**config.mk**
```make
export PLATFORM = sky130hd
export DESIGN_NAME = cordic_ctrl
export DESIGN_NICKNAME = d
export VERILOG_FILES = /design/src/rtl/cordic_pkg.sv /design/src/rtl/cordic_iter_gen.sv /design/src/rtl/cordic_ctrl.sv
export SDC_FILE = /design/constraint.sdc
export NUM_CORES = 1
export LEC_CHECK = 0
export ABC_AREA = 1
export CAP_MARGIN = 15
export CELL_PAD_IN_SITES_DETAIL_PLACEMENT = 0
export CELL_PAD_IN_SITES_GLOBAL_PLACEMENT = 1
export CORE_ASPECT_RATIO = 1.1
export CORE_MARGIN = 4
export CORE_UTILIZATION = 32
export DETAILED_ROUTE_END_ITERATION = 6
export PLACE_DENSITY_LB_ADDON = 0.1
export SLEW_MARGIN = 40
export SYNTH_ARGS = -nofsm -noshare
export SYNTH_HDL_FRONTEND = slang
export SYNTH_SLANG_ARGS = --single-unit
```
**constraint.sdc**
```tcl
create_clock -name clk -period 3 [get_ports clk]
set_input_delay 0.6 -clock clk [delete_from_list [all_inputs] [get_ports clk]]
set_output_delay 0.6 -clock clk [all_outputs]
set_load 0.05 [all_outputs]
```
**src/rtl/cordic_pkg.sv**
```systemverilog
// Shared types and constants for the CORDIC iteration controller.
// Holds the coordinate-system and FSM encodings plus the hyperbolic repeat points.
// Pure declarations; no logic, no latency, no flow control.
package cordic_pkg;

  localparam int IDX_W_DEF = 6;

  // Hyperbolic CORDIC only converges if these shift amounts are issued twice.
  localparam int REP_A = 4;
  localparam int REP_B = 13;
  localparam int REP_C = 40;

  // Bit 1 set means hyperbolic, so 2'b11 is also treated as hyperbolic.
  typedef enum logic [1:0] {
    CIRC = 2'b00,
    LIN  = 2'b01,
    HYP  = 2'b10
  } cs_e;

  typedef enum logic [1:0] {
    IDLE = 2'b00,
    LOAD = 2'b01,
    ITER = 2'b10,
    DONE = 2'b11
  } state_e;

  function automatic logic is_rep(input int unsigned v);
    return (v == REP_A) || (v == REP_B) || (v == REP_C);
  endfunction

endpackage

```
**src/rtl/cordic_iter_gen.sv**
```systemverilog
// Shift-index sequencer: emits the per-iteration shift amount and the last-iteration flag.
// init loads the first index on the same edge as the accept; each step advances on the next edge.
// No handshake of its own; the controller only steps it during iteration cycles.
module cordic_iter_gen
  import cordic_pkg::*;
#(
  parameter int N_ITER = 16,
  parameter int IDX_W  = IDX_W_DEF
) (
  input  logic             clk_i,
  input  logic             rst_n_i,
  input  logic             init_i,
  input  logic             hyp_i,
  input  logic             step_i,
  output logic [IDX_W-1:0] shift_idx_o,
  output logic             last_o
);

  localparam logic [IDX_W-1:0] LAST_IDX = IDX_W'(N_ITER - 1);

  logic [IDX_W-1:0] idx_q, idx_d;
  logic             hyp_q, hyp_d;
  logic             rep_q, rep_d;   // current index has already been issued once
  logic             rep_now;

  // A hyperbolic repeat point is pending until it has been issued a second time.
  always_comb begin
    rep_now = hyp_q && is_rep(32'(idx_q)) && !rep_q;
    last_o  = (idx_q == LAST_IDX) && !rep_now;
  end

  // Next index: load first value on init, hold on a pending repeat, stop at the end (no wrap).
  always_comb begin
    idx_d = idx_q;
    hyp_d = hyp_q;
    rep_d = rep_q;
    if (init_i) begin
      idx_d = hyp_i ? IDX_W'(1) : '0;
      hyp_d = hyp_i;
      rep_d = 1'b0;
    end else if (step_i && !last_o) begin
      if (rep_now) begin
        rep_d = 1'b1;
      end else begin
        idx_d = idx_q + IDX_W'(1);
        rep_d = 1'b0;
      end
    end
  end

  // Sequencer state registers with synchronous active-low reset.
  always_ff @(posedge clk_i) begin
    if (!rst_n_i) begin
      idx_q <= '0;
      hyp_q <= 1'b0;
      rep_q <= 1'b0;
    end else begin
      idx_q <= idx_d;
      hyp_q <= hyp_d;
      rep_q <= rep_d;
    end
  end

  assign shift_idx_o = idx_q;

endmodule

```
**src/rtl/cordic_ctrl.sv**
```systemverilog
// CORDIC controller: sequences load, N micro-rotations and result hand-off to a datapath.
// Latency: accept at T -> dp_load at T+1, K dp_en cycles, res_valid at T+2+K.
// Backpressure: start_ready only in IDLE; result held in DONE until res_ready or abort.
module cordic_ctrl
  import cordic_pkg::*;
#(
  parameter int N_ITER = 16,
  parameter int IDX_W  = IDX_W_DEF
) (
  input  logic             clk,
  input  logic             rst,
  input  logic             start_valid,
  output logic             start_ready,
  input  logic [1:0]       coordinate_system,
  input  logic             mode,
  input  logic             abort,
  output logic             dp_load,
  output logic             dp_en,
  output logic             dp_last,
  output logic [IDX_W-1:0] shift_idx,
  output logic [IDX_W-1:0] lut_addr,
  output logic [1:0]       cs_q,
  output logic             mode_q,
  output logic             busy,
  output logic             res_valid,
  input  logic             res_ready
);

  state_e     state_q, state_d;
  logic [1:0] cs_d;
  logic       mode_d;
  logic       accept;
  logic       iter_last;

  assign start_ready = (state_q == IDLE) && rst;
  assign accept      = start_valid && start_ready;

  // FSM state register.
  always_ff @(posedge clk) begin
    if (!rst) state_q <= IDLE;
    else      state_q <= state_d;
  end

  // Next-state logic; abort only matters once an operation is in flight.
  always_comb begin
    state_d = state_q;
    case (state_q)
      IDLE: if (accept) state_d = LOAD;
      LOAD: state_d = abort ? IDLE : ITER;
      ITER: begin
        if (abort)          state_d = IDLE;
        else if (iter_last) state_d = DONE;
      end
      DONE: if (abort || res_ready) state_d = IDLE;
      default: state_d = IDLE;
    endcase
  end

  // Moore outputs decoded from the current state.
  always_comb begin
    dp_load   = (state_q == LOAD);
    dp_en     = (state_q == ITER);
    dp_last   = (state_q == ITER) && iter_last;
    res_valid = (state_q == DONE);
    busy      = (state_q != IDLE);
  end

  // Operation attributes change only when an operation is accepted.
  always_comb begin
    cs_d   = accept ? coordinate_system : cs_q;
    mode_d = accept ? mode : mode_q;
  end

  // Latched operation attributes.
  always_ff @(posedge clk) begin
    if (!rst) begin
      cs_q   <= 2'b00;
      mode_q <= 1'b0;
    end else begin
      cs_q   <= cs_d;
      mode_q <= mode_d;
    end
  end

  cordic_iter_gen #(
    .N_ITER (N_ITER),
    .IDX_W  (IDX_W)
  ) u_iter_gen (
    .clk_i       (clk),
    .rst_n_i     (rst),
    .init_i      (accept),
    .hyp_i       (coordinate_system[1]),
    .step_i      (dp_en),
    .shift_idx_o (shift_idx),
    .last_o      (iter_last)
  );

  // The angle table is indexed by the same value as the shifter.
  assign lut_addr = shift_idx;

endmodule

```
==> results of run 1 <==
## cells by family after synthesis
family,after synthesis
compound gates,9
xor+xnor,3
fa+ha+maj,3
buf+inv,27
flops,12
simple gates,69
## worst min path at each step
| stage | from | to | slack (ns) | depth (start not counted) |
|---|---|---|---|---|
| 4_1_cts | mode_q | mode_q | 0.48 | 1 |
| 6_report | mode_q | mode_q | 0.48 | 1 |
| 5_1_grt | cs_q[0] | cs_q[0] | 0.51 | 1 |
| 2_1_floorplan | u_iter_gen.rep_q | u_iter_gen.rep_q | 0.44 | 2 |
| 3_5_place_dp | mode_q | mode_q | 0.46 | 1 |
| 3_3_place_gp | mode_q | mode_q | 0.46 | 1 |
## layer usage
metal | routed length (µm) | part of all wire (%)
met5 | 0 | 0
met4 | 15 | 0.80
met3 | 98 | 5.2
met2 | 910 | 49
met1 | 846 | 45
## placed cells by master, fill, tap and decap left out
| cell type | count |
|---|---|
| o21ai_1 | 2 |
| buf_4 | 2 |
| clkinv_1 | 1 |
| nand3_1 | 7 |
| clkdlybuf4s50_1 | 26 |
| nor2_4 | 3 |
| a21oi_2 | 1 |
| dfxtp_1 | 12 |
| inv_1 | 13 |
| ha_1 | 3 |
| nand4_1 | 4 |
| nand3_2 | 1 |
| nor3_4 | 1 |
| nand2_1 | 30 |
| nand2_2 | 2 |
| a22o_1 | 2 |
| nor2_1 | 21 |
| clkbuf_4 | 3 |
| o21ai_0 | 1 |
| xor2_1 | 2 |
| clkbuf_8 | 1 |
| inv_2 | 6 |
| xnor2_1 | 1 |
| a21oi_1 | 3 |
## registers in the layout, summed over array words and instances (netlist names)
register / cells
u_iter_gen.rep_q: 1
mode_q: 1
u_iter_gen.shift_idx_o: 6
cs_q: 2
state_q: 2
## cell type report
class	instances	area (µm²)	share of cell area (%)
repair buffers	28	275	24.8
flip-flops and latches	12	240	21.7
multi-input cells	84	444	40.1
inverters	20	75.1	6.77
well taps	30	37.5	3.39
clock buffers	4	36.3	3.27
## report_power, final
group	switching [W]	internal, W
clock network	0.0000537	0.0000736
registers	0.0000881	0.000215
logic	0.000602	0.000292
total	0.000744	0.000581
## worst reg2reg max path: stages (launching register included)
cell and delay (ns):
dfxtp_1 0.52, inv_1 0.11, ha_1 0.22, nand2_1 0.06
nand2_1 0.04, nand2_1 0.05, nand2_1 0.06, nand2_2 0.11
nand3_2 0.14, nand2_1 0.12, nand2_1 0.05, nand2_1 0.05
inv_1 0.03
## metrics by stage
stage | hold slack (ns) | util [%] | total power [W] | cells | setup WS [ns]
floorplan | 0.437 | - | 0.000986 | 123 | 0.277
global placement | 0.458 | 45.8 | 0.00121 | 174 | 0.816
detailed placement | 0.461 | 45.8 | 0.00121 | 174 | 0.800
CTS | 0.482 | 47.3 | 0.00134 | 178 | 0.492
global route | 0.506 | 47.3 | 0.00143 | 178 | 0.301
finish | 0.482 | 47.3 | 0.00132 | 178 | 0.530
==> impl_results.md, run 1 <==
- Final setup violation count: 0
- Synth Area in Adders: 4.62%
- Number of global-route vias before repair: 731
- Core area: 0.00234 mm²
- # rows: 18
- Starting Density: 34.7%
- Worst-margin pin slew: 0.495 ns
- Post-cts sizing count: 0
- Synth unique cells: 21
- Most Crowded Layer GR: met2
- Asr flop ratio synth: 0%
- Status: finished clean
- Synthesis-to-finish area growth: 36.5%
- Post-Synthesis Cells: 123
- Clock transition at the registers of the reported paths: 0.08 ns
- First-pass GRT wire length: 3140 µm
- Fill cell count: 258
- GR Util met2: 21.2%
- All-layer global routing usage: 11.7%
- Total die area: 0.00341 mm²
- Initial DRC count: 16
- CTS root buffer: clkbuf_4
- Largest net degree at the start of global routing: 10
- Critical Path AT: 1.87 ns
- Worst setup path end: dp_last
- First-pass DRT Iterations: 4
- Tcrit/Tclk final: 82.3%
- Most common cell on crit path: nand2_1
- Hold WC Path Type: flop to flop
- Port Buffers: 28
- Vias: 791
- Synth Net Count: 134
- Hold Vio Cnt, Final: 0
- Worst Path Max Fanout: 9
- Cell Area, Placed: 0.00107 mm²
- Max Root-Sink Buffers: 2
- Largest stage delay, worst path: 0.52 ns
- Synth Warn #: 0
- PwrDens: 1200 mW/mm²
- Post-Syn Area per Cell: 6.60 µm²
- Crit Path Class: flop to primary output
- Simple-gate portion of the synthesized area: 39.9%
- Die outline height: 60.8 µm
- RR Startpoint: u_iter_gen.shift_idx_o[0]
- Cell accounting for the most synthesized area: dfxtp_1
- Largest family of logic cells by synthesized area: simple AND/OR/NAND/NOR gates
- Layout cell share with drive strength beyond 1: 13.5%
- Mux contribution to synthesized area: 0%
- Fin Clk Skew: 0.00325 ns
- Crit path max-delay family: simple AND/OR/NAND/NOR gates
- Post-Synth XOR/XNOR Area: 3.24%
- Routed length per instance: 10.5 µm
- Share of the synthesized area in the top cell type: 29.6%
- Vias per inst: 4.44
- R2R depth: 12
- Post-CTS setup buffer count: 0
- Peak VDD IR: 679 µV
- Number of flops mapped to enable cells by yosys: 0
- Worst Setup End Kind: primary output
- Req. time, crit path: 2.40 ns
- Final Wtd Congestion: 0.748
- H-tree depth: 1
- N_diodes: 0
- Minimum clock period: 2.47 ns
- Grt ovf: 0
- Worst Path Buf+Inv: 2
- Setup crit start kind: flop
- GR Layer Usage met1: 13.9%
- Seq/Total Area, Yosys: 29.6%
- Routed Antenna Nets: 0
- I/O pin total: 29
- Terminus of the critical flop-to-flop path: u_iter_gen.shift_idx_o[3]
- Die Width: 56.0 µm
- Nets@finish: 160
- Count leader, synth: nand2_1
- Max frequency: 0.405 GHz
- Synth Area in Compound Gates: 6.93%
- Seq cells post-synth: 12
- CP max-delay cell: dfxtp_1
- CTS Hold Buffers Added: 0
- Setup TNS Final: 0 ns
- Top post-synthesis cells by count: 30 x nand2_1, 21 x nor2_1, 13 x inv_1, 12 x dfxtp_1
- CTS tree: yes
- Total Routed Length: 1870 µm
- Critical path cell sequence: inv_1, ha_1, nand2_1, nand2_1, nand2_1, nand2_1, nand2_2, nand2_1, nor2_1, buf_4
- Slew Limit Fails: 0
- Crit path from: u_iter_gen.shift_idx_o[0]
- Worst-skew pair later-pin latency: 0.27 ns
- CTS Sinks: 12
- Initial antenna violation count: 0
- Post-DP HPWL: 1530 µm
- R2R setup slack: 1.33 ns
- Top cells by area, synth: dfxtp_1 30%, nand2_1 14%, nor2_1 9.7%, buf_4 6.5%, inv_1 6.0%
- # DRC: 0
- Post-route cell area: 0.00111 mm²
- GR Layer Usage met3: 2.34%
- RSZ-0062 raised after global routing: no
- Cell Area, Synth: 812 µm²
- Crit. path cell count: 10
- Pleak: 0.497 nW
- Rel. slew slack: 66.9%
- Max Cap Violations: 0
- CTS Buf Count: 3
- Dominant synthesized flop cell: dfxtp_1
Note: power is estimated with default switching activity, not from simulation.
==> run 2: changes to the inputs <==
Settings changed: CORE_UTILIZATION 32 to 29.
Clock period 3 ns to 2.5 ns, I/O delays scaled along.
==> run 2 against run 1 <==
Compared with the run above: core utilization decreased by 3.9 points; worst hold slack got worse by 0.0066 ns; count of clock-buffer cells in the layout decreased by 1; combinational power increased by 23%; global-route usage decreased by 0.29 points; sequential cell count unchanged; clock power decreased by 9%.
==> impl_results.md, run 2 (synthesis gave the netlist of run 1 again) <==
- # rows: 19
- Final Wtd Congestion: 0.828
- Number of global-route vias before repair: 766
- Routed length per instance: 10.9 µm
- R2R setup slack: 0.97 ns
- Worst Path Max Fanout: 8
- Layout cell share with drive strength beyond 1: 14.3%
- Vias per inst: 4.39
- Hold path startpoint: u_iter_gen.rep_q
- N_diodes: 0
- CTS Buf Count: 3
- Rel. slew slack: 66.6%
- Post-DP HPWL: 1570 µm
- Hold WC Path Type: flop to flop
- Critical Path AT: 1.80 ns
- Total die area: 0.00371 mm²
- Die outline height: 63.5 µm
- Worst-skew pair later-pin latency: 0.26 ns
- Peak VDD IR: 756 µV
- Minimum clock period: 2.30 ns
- Setup TNS Final: 0 ns
- Slew Limit Fails: 0
- Placed Cells incl. Taps: 175
- Most frequent cells in the layout: 30 x nand2_1, 26 x clkdlybuf4s50_1, 20 x nor2_1
- Die Width: 58.5 µm
- CTS root buffer: clkbuf_4
- Final setup violation count: 0
- Max frequency: 0.434 GHz
- Pleak: 0.496 nW
- Req. time, crit path: 2.00 ns
- All-layer global routing usage: 11.4%
- Max Cap Violations: 0
- First-pass GRT wire length: 3310 µm
- Max FFs per register: 6
- Status: finished clean
- Hold Vio Cnt, Final: 0
- Fin Clk Skew: 0.00402 ns
- Initial DRC count: 7
- CTS tree: yes
- Largest net degree at the start of global routing: 10
- CTS Sinks: 12
- Setup crit start kind: flop
- Worst-margin pin slew: 0.499 ns
- Hold EP: u_iter_gen.rep_q
- Finished Core Util: 43.4%
- RSZ-0062 raised after global routing: no
- # DRC: 0
- CTS Hold Buffers Added: 0
- Crit Path Class: flop to primary output
- Nets@finish: 160
- Max Root-Sink Buffers: 2
- WHS Path Cells: 2
- Final Non-Filler Cells: 178
- Starting Density: 31.3%
- Total power: 0.00158 W
- Vias: 781
- R2R depth: 12
- Terminus of the critical flop-to-flop path: u_iter_gen.shift_idx_o[3]
- Core area: 0.00259 mm²
- I/O pin total: 29
- Synthesis-to-finish area growth: 38.5%
- Initial antenna violation count: 0
- Most frequent standard cell in the layout excluding fill and tap cells: nand2_1
- RR Startpoint: u_iter_gen.shift_idx_o[1]
- Clock transition at the registers of the reported paths: 0.07 ns
- Total Routed Length: 1940 µm
- Grt ovf: 0
- First-pass DRT Iterations: 4
- PwrDens: 1410 mW/mm²
- H-tree depth: 1
- Tcrit/Tclk final: 92.1%
- Port Buffers: 28
- Worst Setup End Kind: primary output
- Routed Antenna Nets: 0
run 2: changes by cell type in the layout (fill, tap and decap cells not counted):
cell / previous run / this run
buf_12: 0 / 2
buf_4: 2 / 0
clkbuf_8: 1 / 0
dfxtp_1: 12 / 11
dfxtp_2: 0 / 1
nor2_1: 21 / 20
nor2_2: 0 / 1
run 2: final cells by class:
cell class	count	area, µm²
repair buffers	28	300
multi-input cells	84	447
fillers	292	1470
flip-flops and latches	12	241
inverters	20	75.1
clock buffers	3	22.5
well taps	31	38.8
run 2: metrics by stage:
stage	hold WS, ns	cell area [µm²]	worst slack [ns]
2_1_floorplan	0.437	815	0.0954
3_3_place_gp	0.457	1100	0.450
3_5_place_dp	0.463	1100	0.453
4_1_cts	0.483	1120	0.153
5_1_grt	0.507	1120	0.0882
6_report	0.475	1120	0.198
run 2: critical path, stage by stage (launching register included):
cell,delay (ns)
dfxtp_1,0.41
inv_1,0.10
nor2_4,0.19
clkdlybuf4s50_1,0.84
run 2: what timing repair did:
action | CTS | global route
setup buffers | 0 | 0
hold endpoints to repair | 0 | 0
setup endpoints to repair | 0 | 1
gates resized for setup | 0 | 1
run 2: how the worst max path moves through the flow:
stage	from	to	slack, ns	depth (start not counted)
after global routing	u_iter_gen.shift_idx_o[1]	dp_last	0.09	10
after global placement	rst	start_ready	0.45	4
after CTS	u_iter_gen.shift_idx_o[0]	dp_last	0.15	10
after detailed placement	rst	start_ready	0.45	4
final	state_q[1]	dp_en	0.20	3
after floorplan	u_iter_gen.shift_idx_o[0]	dp_last	0.1	9
run 2: report_power, final:
part           switching [W]  leakage (nW)  internal [W]
clock              0.0000598        0.0138     0.0000556
combinational       0.000733         0.383      0.000366
sequential          0.000107        0.0991      0.000261
run 2: routing by layer:
layer | routed length [µm] | track usage (%) | vias to the layer above | share of wire, %
met5 | 0 | 0 | - | 0
met3 | 111 | 1.63 | 2 | 5.7
met2 | 901 | 18.2 | 21 | 47
met1 | 896 | 14.0 | 334 | 46
li1 | - | - | 424 | -
met4 | 27 | 6.96 | 0 | 1.4
